===== src/rtl/lsu_dtcm_master.sv =====
// Load/store unit master for the data TCM: one operation in flight, issued as
// a command/response pair and retired through a writeback handshake.

`ifndef DTCM_ADDR_WIDTH
`define DTCM_ADDR_WIDTH 16
`endif
`ifndef DTCM_RAM_DW
`define DTCM_RAM_DW 32
`endif

module lsu_dtcm_master #(
   parameter int DTCM_ADDR_WIDTH = `DTCM_ADDR_WIDTH,
   parameter int DTCM_RAM_DW     = `DTCM_RAM_DW,
   parameter int DTCM_RAM_MW     = DTCM_RAM_DW / 8
) (
   input  logic                       clk,
   input  logic                       rst_n,

   input  logic                       exu_req_valid,
   output logic                       exu_req_ready,
   input  logic                       exu_req_read,
   input  logic [31:0]                exu_req_addr,
   input  logic [1:0]                 exu_req_size,
   input  logic                       exu_req_unsigned,
   input  logic [31:0]                exu_req_wdata,
   input  logic [4:0]                 exu_req_rd,

   output logic                       lsu_wb_valid,
   input  logic                       lsu_wb_ready,
   output logic                       lsu_wb_wen,
   output logic [4:0]                 lsu_wb_rd,
   output logic [31:0]                lsu_wb_data,
   output logic                       lsu_wb_err,

   output logic                       lsu2dtcm_cmd_valid,
   input  logic                       lsu2dtcm_cmd_ready,
   output logic                       lsu2dtcm_cmd_read,
   output logic [DTCM_ADDR_WIDTH-1:0] lsu2dtcm_cmd_addr,
   output logic [DTCM_RAM_MW-1:0]     lsu2dtcm_cmd_wmask,
   output logic [DTCM_RAM_DW-1:0]     lsu2dtcm_cmd_wdata,

   input  logic                       lsu2dtcm_rsp_valid,
   output logic                       lsu2dtcm_rsp_ready,
   input  logic [DTCM_RAM_DW-1:0]     lsu2dtcm_rsp_rdata
);

   typedef enum logic [1:0] {
      S_IDLE = 2'd0,
      S_CMD  = 2'd1,
      S_RSP  = 2'd2,
      S_WB   = 2'd3
   } state_t;

   localparam logic [1:0] SZ_BYTE = 2'b00;
   localparam logic [1:0] SZ_HALF = 2'b01;
   localparam logic [1:0] SZ_WORD = 2'b10;

   state_t                     r_state;
   state_t                     w_state_nxt;
   logic                       r_run;

   logic                       r_read;
   logic [1:0]                 r_size;
   logic                       r_unsigned;
   logic [1:0]                 r_lane;
   logic [DTCM_ADDR_WIDTH-1:0] r_cmd_addr;
   logic [DTCM_RAM_MW-1:0]     r_cmd_wmask;
   logic [DTCM_RAM_DW-1:0]     r_cmd_wdata;

   logic                       r_wb_wen;
   logic                       r_wb_err;
   logic [4:0]                 r_wb_rd;
   logic [31:0]                r_wb_data;

   logic                       w_accept;
   logic                       w_capture;
   logic                       w_misaligned;
   logic [DTCM_RAM_MW-1:0]     w_wmask;
   logic [DTCM_RAM_DW-1:0]     w_wdata;
   logic [31:0]                w_shift;
   logic [31:0]                w_load_data;
   logic                       w_unused;

   // Address bits above the DTCM window carry no meaning for this port.
   assign w_unused = ^exu_req_addr[31:DTCM_ADDR_WIDTH];

   // r_run keeps the request port closed while reset is asserted.
   assign exu_req_ready = (r_state == S_IDLE) && r_run;
   assign w_accept      = exu_req_valid && exu_req_ready;

   always_comb begin
      case (exu_req_size)
         SZ_BYTE: w_misaligned = 1'b0;
         SZ_HALF: w_misaligned = exu_req_addr[0];
         SZ_WORD: w_misaligned = |exu_req_addr[1:0];
         default: w_misaligned = 1'b1;
      endcase
   end

   always_comb begin
      // NOTE: every combinational output gets a default first so no path infers a latch.
      w_wmask = '1;
      w_wdata = exu_req_wdata;
      case (exu_req_size)
         SZ_BYTE: begin
            w_wmask = 4'b0001 << exu_req_addr[1:0];
            w_wdata = {4{exu_req_wdata[7:0]}};
         end
         SZ_HALF: begin
            w_wmask = 4'b0011 << exu_req_addr[1:0];
            w_wdata = {2{exu_req_wdata[15:0]}};
         end
         default: ;
      endcase
      if (exu_req_read) begin
         w_wmask = '0;
         w_wdata = '0;
      end
   end

   // Lane select by the byte offset, then extend to the requested size.
   always_comb begin
      w_shift     = lsu2dtcm_rsp_rdata >> {r_lane, 3'b000};
      w_load_data = w_shift;
      case (r_size)
         SZ_BYTE: w_load_data = {{24{~r_unsigned & w_shift[7]}},  w_shift[7:0]};
         SZ_HALF: w_load_data = {{16{~r_unsigned & w_shift[15]}}, w_shift[15:0]};
         default: ;
      endcase
   end

   always_comb begin
      w_state_nxt = r_state;
      w_capture   = 1'b0;
      case (r_state)
         S_IDLE: begin
            if (w_accept) w_state_nxt = w_misaligned ? S_WB : S_CMD;
         end
         S_CMD: begin
            if (lsu2dtcm_cmd_ready) begin
               if (lsu2dtcm_rsp_valid) begin
                  w_capture   = 1'b1;
                  w_state_nxt = S_WB;
               end else begin
                  w_state_nxt = S_RSP;
               end
            end
         end
         S_RSP: begin
            if (lsu2dtcm_rsp_valid) begin
               w_capture   = 1'b1;
               w_state_nxt = S_WB;
            end
         end
         S_WB: begin
            if (lsu_wb_ready) w_state_nxt = S_IDLE;
         end
         default: w_state_nxt = S_IDLE;
      endcase
   end

   always_ff @(posedge clk or negedge rst_n) begin
      // NOTE: sequential state uses non-blocking assignments so all flops update together.
      if (!rst_n) begin
         r_state <= S_IDLE;
         r_run   <= 1'b0;
      end else begin
         r_state <= w_state_nxt;
         r_run   <= 1'b1;
      end
   end

   always_ff @(posedge clk or negedge rst_n) begin
      if (!rst_n) begin
         r_read      <= 1'b0;
         r_size      <= 2'b00;
         r_unsigned  <= 1'b0;
         r_lane      <= 2'b00;
         r_cmd_addr  <= '0;
         r_cmd_wmask <= '0;
         r_cmd_wdata <= '0;
      end else if (w_accept) begin
         r_read      <= exu_req_read;
         r_size      <= exu_req_size;
         r_unsigned  <= exu_req_unsigned;
         r_lane      <= exu_req_addr[1:0];
         r_cmd_addr  <= {exu_req_addr[DTCM_ADDR_WIDTH-1:2], 2'b00};
         r_cmd_wmask <= w_wmask;
         r_cmd_wdata <= w_wdata;
      end
   end

   // Faulting requests skip the DTCM; stores retire with zero data and no write.
   always_ff @(posedge clk or negedge rst_n) begin
      if (!rst_n) begin
         r_wb_wen  <= 1'b0;
         r_wb_err  <= 1'b0;
         r_wb_rd   <= 5'd0;
         r_wb_data <= 32'd0;
      end else if (w_accept) begin
         r_wb_wen  <= 1'b0;
         r_wb_err  <= w_misaligned;
         r_wb_rd   <= exu_req_rd;
         r_wb_data <= 32'd0;
      end else if (w_capture) begin
         r_wb_wen  <= r_read;
         r_wb_data <= r_read ? w_load_data : 32'd0;
      end
   end

   assign lsu2dtcm_cmd_valid = (r_state == S_CMD);
   assign lsu2dtcm_cmd_read  = r_read;
   assign lsu2dtcm_cmd_addr  = r_cmd_addr;
   assign lsu2dtcm_cmd_wmask = r_cmd_wmask;
   assign lsu2dtcm_cmd_wdata = r_cmd_wdata;
   assign lsu2dtcm_rsp_ready = (r_state == S_CMD) || (r_state == S_RSP);

   assign lsu_wb_valid = (r_state == S_WB);
   assign lsu_wb_wen   = r_wb_wen;
   assign lsu_wb_err   = r_wb_err;
   assign lsu_wb_rd    = r_wb_rd;
   assign lsu_wb_data  = r_wb_data;

endmodule

===== config.mk =====
export PLATFORM = sky130hd
export DESIGN_NAME = lsu_dtcm_master
export DESIGN_NICKNAME = d
export VERILOG_FILES = /design/src/rtl/lsu_dtcm_master.sv
export SDC_FILE = /design/constraint.sdc
export NUM_CORES = 1
export LEC_CHECK = 0
export BUFFER_PORTS_ARGS = -buffer_cell sky130_fd_sc_hd__clkbuf_2
export CAP_MARGIN = 30
export CORE_MARGIN = 8
export CORE_UTILIZATION = 43
export DETAILED_ROUTE_END_ITERATION = 16
export GPL_TIMING_DRIVEN = 0
export PLACE_DENSITY = 0.76
export SETUP_SLACK_MARGIN = 0.4
export SYNTH_ARGS = -nofsm -noshare
export SYNTH_HDL_FRONTEND = slang
export SYNTH_SLANG_ARGS = --single-unit

===== constraint.sdc =====
create_clock -name clk -period 2.05 [get_ports clk]
set_input_delay 0.205 -clock clk [delete_from_list [all_inputs] [get_ports clk]]
set_output_delay 0.205 -clock clk [all_outputs]
set_load 0.005 [all_outputs]

# --- After elaboration in Yosys (flattened, before gate mapping) ---
# Cells that the tools add are included.
op_classes:
  n_shift: 3
  n_reduce_logical: 9
  mux: 21
  n_eq_ne: 10
  bitwise: 3
op_table:
  columns: ["cell", "n"]
  rows:
  - ["2-to-1 mux 32 bit", 4]
  - ["one-hot mux 32 bit (2 select lines)", 2]
  - ["right shift 32 x 5 -> 32 bit", 1]
  - ["2-to-1 mux 2 bit", 5]
  - ["one-hot mux 2 bit (4 select lines)", 1]
  - ["one-hot mux 4 bit (2 select lines)", 1]
  - ["== test 2 x 1 -> 1 bit, second input constant", 3]
  - ["== test 2 bit, second input constant", 3]
  - ["logical NOT 2 bit", 3]
  - ["2-to-1 mux 1 bit", 5]
  - ["2-to-1 mux 4 bit", 1]
  - ["!= test 2 x 1 -> 1 bit, second input constant", 2]
  - ["!= test 2 bit, second input constant", 2]
  - ["AND reduction 4 bit", 1]
  - ["<< shifter 1 x 2 -> 4 bit, first input constant", 1]
  - ["<< shifter 2 x 2 -> 4 bit, first input constant", 1]
  - ["one-hot mux 1 bit (3 select lines)", 1]
  - ["bitwise AND 1 bit", 2]
  - ["logical AND 1 bit", 2]
  - ["one-hot mux 1 bit (2 select lines)", 1]
  - ["nonzero test 2 bit", 1]
  - ["OR reduction 2 bit", 1]
  - ["logical OR 1 bit", 1]
  - ["inverter 1 bit", 1]
word_totals:
  in_bits: 111
  regBits: 98
  output_inout_bits: 96
  wordCells: 59

# --- Logic depth before layout (Yosys ltp) ---
logic_depth:
  depth_word: 6
  depth_mapped: 7

# --- Worst setup path after synthesis ---
# Ideal clock, no wire load.
synth_path:
  path_kind: "reg2reg"
  start: "register r_state[1]"
  end: "register r_wb_data[24], in the netlist lsu_wb_data[24]"
  path_stages_with_launch: 8
  arrival_ns: 2.118
  setup_slack_ns: -0.135
  n_path_buf: 1
  synth_period_minus_slack_ns: 2.185
  cell_sequence: "dfrtp_1 > inv_1 > ha_1 > nand2_1 > or4b_4 > buf_6 > nor4b_4 > a221o_1"
synth_via:
  elab_chain_cells: 4
  elab_cells_between_ends: 8
  classes_between: "eq/ne (2); mux (2); reduce/logical (4)"
synth_lines:
  columns: ["item", "line", "text"]
  rows:
  - ["start, declared", "58", "state_t r_state;"]
  - ["start signal, assigned", "168", "r_state <= w_state_nxt;"]
  - ["parallel branches: the longest is 4 deep, another holds == test 2 bit", null, null]
  - ["end signal, assigned", "207", "r_wb_data <= r_read ? w_load_data : 32'd0;"]
  - ["end, declared", "73", "logic [31:0] r_wb_data;"]
# Parallel ways; which one is timed is not known.
# A chain may end at the register's enable or synchronous reset.

# --- Worst setup path after layout ---
# Ends and elaborated chain as after synthesis.

==> reports/qor.yml <==
global_route:
  grt_max_degree: 65
  antenna_found_initial: 0
  grt_pass1_vias: 4533
  grt_util_all_layers: 0.206
  grt_pass1_wl_mm: 23.8
  grt-ovfl-total: 0
drt:
  vias: 4299
  wl_per_cell_um: 19.9
  drc_errors: 0
  vias_per_cell: 5.55
  routed_wl_mm: 15.4
  drtPass1Iterations: 4
  drt_iter0_drc: 363
  ant_nets: 0
logic_synthesis:
  synth_ff_type: "dfrtp_1"
  ys_types: 44
  synth_common_cells: "dfrtp_1, mux2_2, nand2_1"
  synth-compound-area-share: 0.174
  ys_seq_area_frac: 0.515
  synth.avg_cell_area_um2: 11.6
  yosys.area_share.simple: 0.106
  synthCells: 410
  yosys.cell_count.top_type: "dfrtp_1"
  async_flop_share: 1.00
  synth-xor-area-share: 0.00184
  muxShareOfSynthArea: 0.154
  ys_warn_count: 0
  synthTopCellsByArea: "dfrtp_1, mux2_2, o31ai_1, nand2_1, a221o_1"
  synth_top_family_by_area: "compound AO/OA/AOI/OAI gates"
  ys_ff_latch: 98
  synthAdderAreaFrac: 0.0131
  syn_area_mm2: 0.00476
  yosysTopAreaCell: "dfrtp_1"
  synth_top_area_frac: 0.515
  synth_edf_count: 0
placement:
  post-place-ws_ns: -0.263
  hpwl_mm: 11.7
  numPortBuffers: 187
  place_inst: 739
  gp_congestion: 0.868
finish:
  antenna_cells: 0
  area_delta_synth_final_pct: 40.6
  nets: 745
  final_cells: 774
  drive_gt1_frac: 0.519
floorplan:
  num_io_pins: 207
  start_util: 0.439
  die_x_um: 121
  die_area_mm2: 0.0147
  die_h_um: 121
  rows: 38
  core_mm2: 0.0108
setup_path:
  cp_slowest_cell: "or4b_4"
  crit_chain: "inv_2, ha_4, nand2_4, or4b_4, buf_8, nor4b_4, buf_6, a221o_1"
  slowest_delay_ns: 0.56
  worst-setup-path-type: "flop to flop"
  worstPathArrival_ns: 2.41
  worstSetupStartpointType: "flop"
  crit_fanout: 8
  worstPathRequired_ns: 2.36
  end_kind: "flop"
sta:
  report.final.setup_viol: 8
  fin_crit_sh: 1.03
  finalHoldViolCount: 0
  rsz0062_at_grt: "true"
  slew_headroom: 0.597
  setup_ws_ns: -0.0556
  fin_tns_setup_ns: -0.362
  fmax_mhz: 475
  tightest_slew_ns: 0.604
  clock_skew_ns: 0.0111
  final_max_slew_viol_count: 0
  post-route-min-period_ns: 2.11
cts:
  cts_root_buf: "clkbuf_8"
  clk_pin_slew_ns: 0.10
  cts_tree: "built"
  worst_skew_pair.late_latency_ns: 0.37
  cts_max_level: 3
  cts_made_buffers: 9
  cts_sinks: 98
  clockBufferDepth: 2
run_status:
  status: "finished, violations left"
  failed_checks: "negative setup slack"
pwr:
  irDropWorstVdd_uv: 744
  p_leak_nw: 3.32
  power_density_mw_per_mm2: 1350
  finalPower_mw: 9.03
flow_run:
  max_cap_viol_count: 0
hold_path:
  hp-class: "input pin to flop"
## repair_timing
action                     in CTS  in global routing
buffers inserted               15                  1
resized for setup              50                 33
pin swaps                      15                  9
setup endpoints to repair      97                 85
hold buffers                    0                  1
cloned                          1                  0
hold endpoints to repair        0                 63
## layout make-up
type / count / area [um^2]
fillers: 886 / 4150
flip-flops and latches: 98 / 2450
multi-input cells: 275 / 2410
repair buffers: 207 / 1170
plain buffers: 33 / 254
well taps: 140 / 175
clock buffers: 10 / 128
clock inverters: 6 / 90.1
inverters: 5 / 18.8
## cell families after synthesis
logic type,after synthesis
xor gates and xnor gates,1
and+or+nand+nor,92
other,2
adders and majority gates,5
AOI/OAI and AO/OA,108
buffers and inverters,38
DFF,98
muxes,66
## layer usage
| metal | part of all wire | up-vias | GRT usage |
|---|---|---|---|
| met3 | 0.095 | 27 | 0.0647 |
| met5 | 0 | - | 0 |
| met1 | 0.41 | 2093 | 0.243 |
| li1 | - | 1946 | - |
| met2 | 0.48 | 233 | 0.340 |
| met4 | 0.021 | 0 | 0.0856 |
## flip-flops by register name (all words and copies together) (netlist names), 2 cells and up
register,flops
lsu2dtcm_cmd_addr,14
lsu2dtcm_cmd_wdata,32
lsu2dtcm_cmd_wmask,4
lsu_wb_data,32
lsu_wb_rd,5
r_lane,2
r_size,2
r_state,2
## through the flow
step | area (um^2) | util | hold slack (ns)
finish | 6690 | 0.617 | 0.0629
global route | 6690 | 0.617 | 0.0482
CTS | 6500 | 0.600 | 0.00924
detailed placement | 5950 | 0.548 | 0.418
global placement | 5920 | 0.546 | 0.437
floorplan | 4810 | - | -0.0906
## final timing paths
check / start / to / slack [ns] / cells past startpoint
setup / recovery: r_state[1] / lsu_wb_data[24] / -0.06 / 8
max in group asynchronous: rst_n / lsu2dtcm_cmd_wdata[10] / 1.15 / 4
setup reg to reg: r_state[1] / lsu_wb_data[24] / -0.06 / 8
hold / removal: exu_req_unsigned / r_unsigned / 0.06 / 2
hold reg to reg: lsu2dtcm_cmd_wdata[20] / lsu2dtcm_cmd_wdata[20] / 0.49 / 2
min in group asynchronous: rst_n / lsu_wb_data[5] / 0.40 / 3
## layout by cell type, fill, tap and decap left out, types with 2 or more instances in the layout
master,netlist,routed
o31ai_1,28,21
mux2_1,3,3
mux2_2,46,45
o21bai_1,8,8
a21o_1,2,2
buf_6,1,10
conb_1,2,3
a221oi_1,8,5
nor2b_1,19,18
nand2b_1,9,9
nor3b_4,1,2
o31ai_2,0,7
a21oi_1,6,4
buf_4,2,11
mux2i_1,16,16
nor2_1,7,6
inv_2,0,2
ha_4,0,3
a21oi_4,0,2
clkbuf_2,0,191
inv_1,5,3
clkbuf_8,0,13
dfrtp_1,98,97
buf_2,4,3
o2bb2ai_4,0,2
o21ai_1,9,9
buf_8,0,4
clkbuf_4,0,2
o21ai_0,10,10
a221o_1,16,16
a221oi_2,0,3
o2bb2ai_2,0,6
clkbuf_1,25,11
bufinv_16,0,2
nand2_1,46,45
a22o_1,8,8
## power breakdown
| part | switching [mW] | leakage [nW] | internal, mW |
|---|---|---|---|
| logic | 2.05 | 1.94 | 2.26 |
| clock network | 0.703 | 0.107 | 0.693 |
| registers | 0.568 | 1.27 | 2.76 |
## worst max-delay path, delay by kind of cell, from the launching register on
family	cells	cell delay [ns]
flops	1	0.38
simple gates	3	0.82
compound gates	1	0.15
buf+inv	3	0.41
fa+ha+maj	1	0.29
Power figures use the tool's default switching activity.
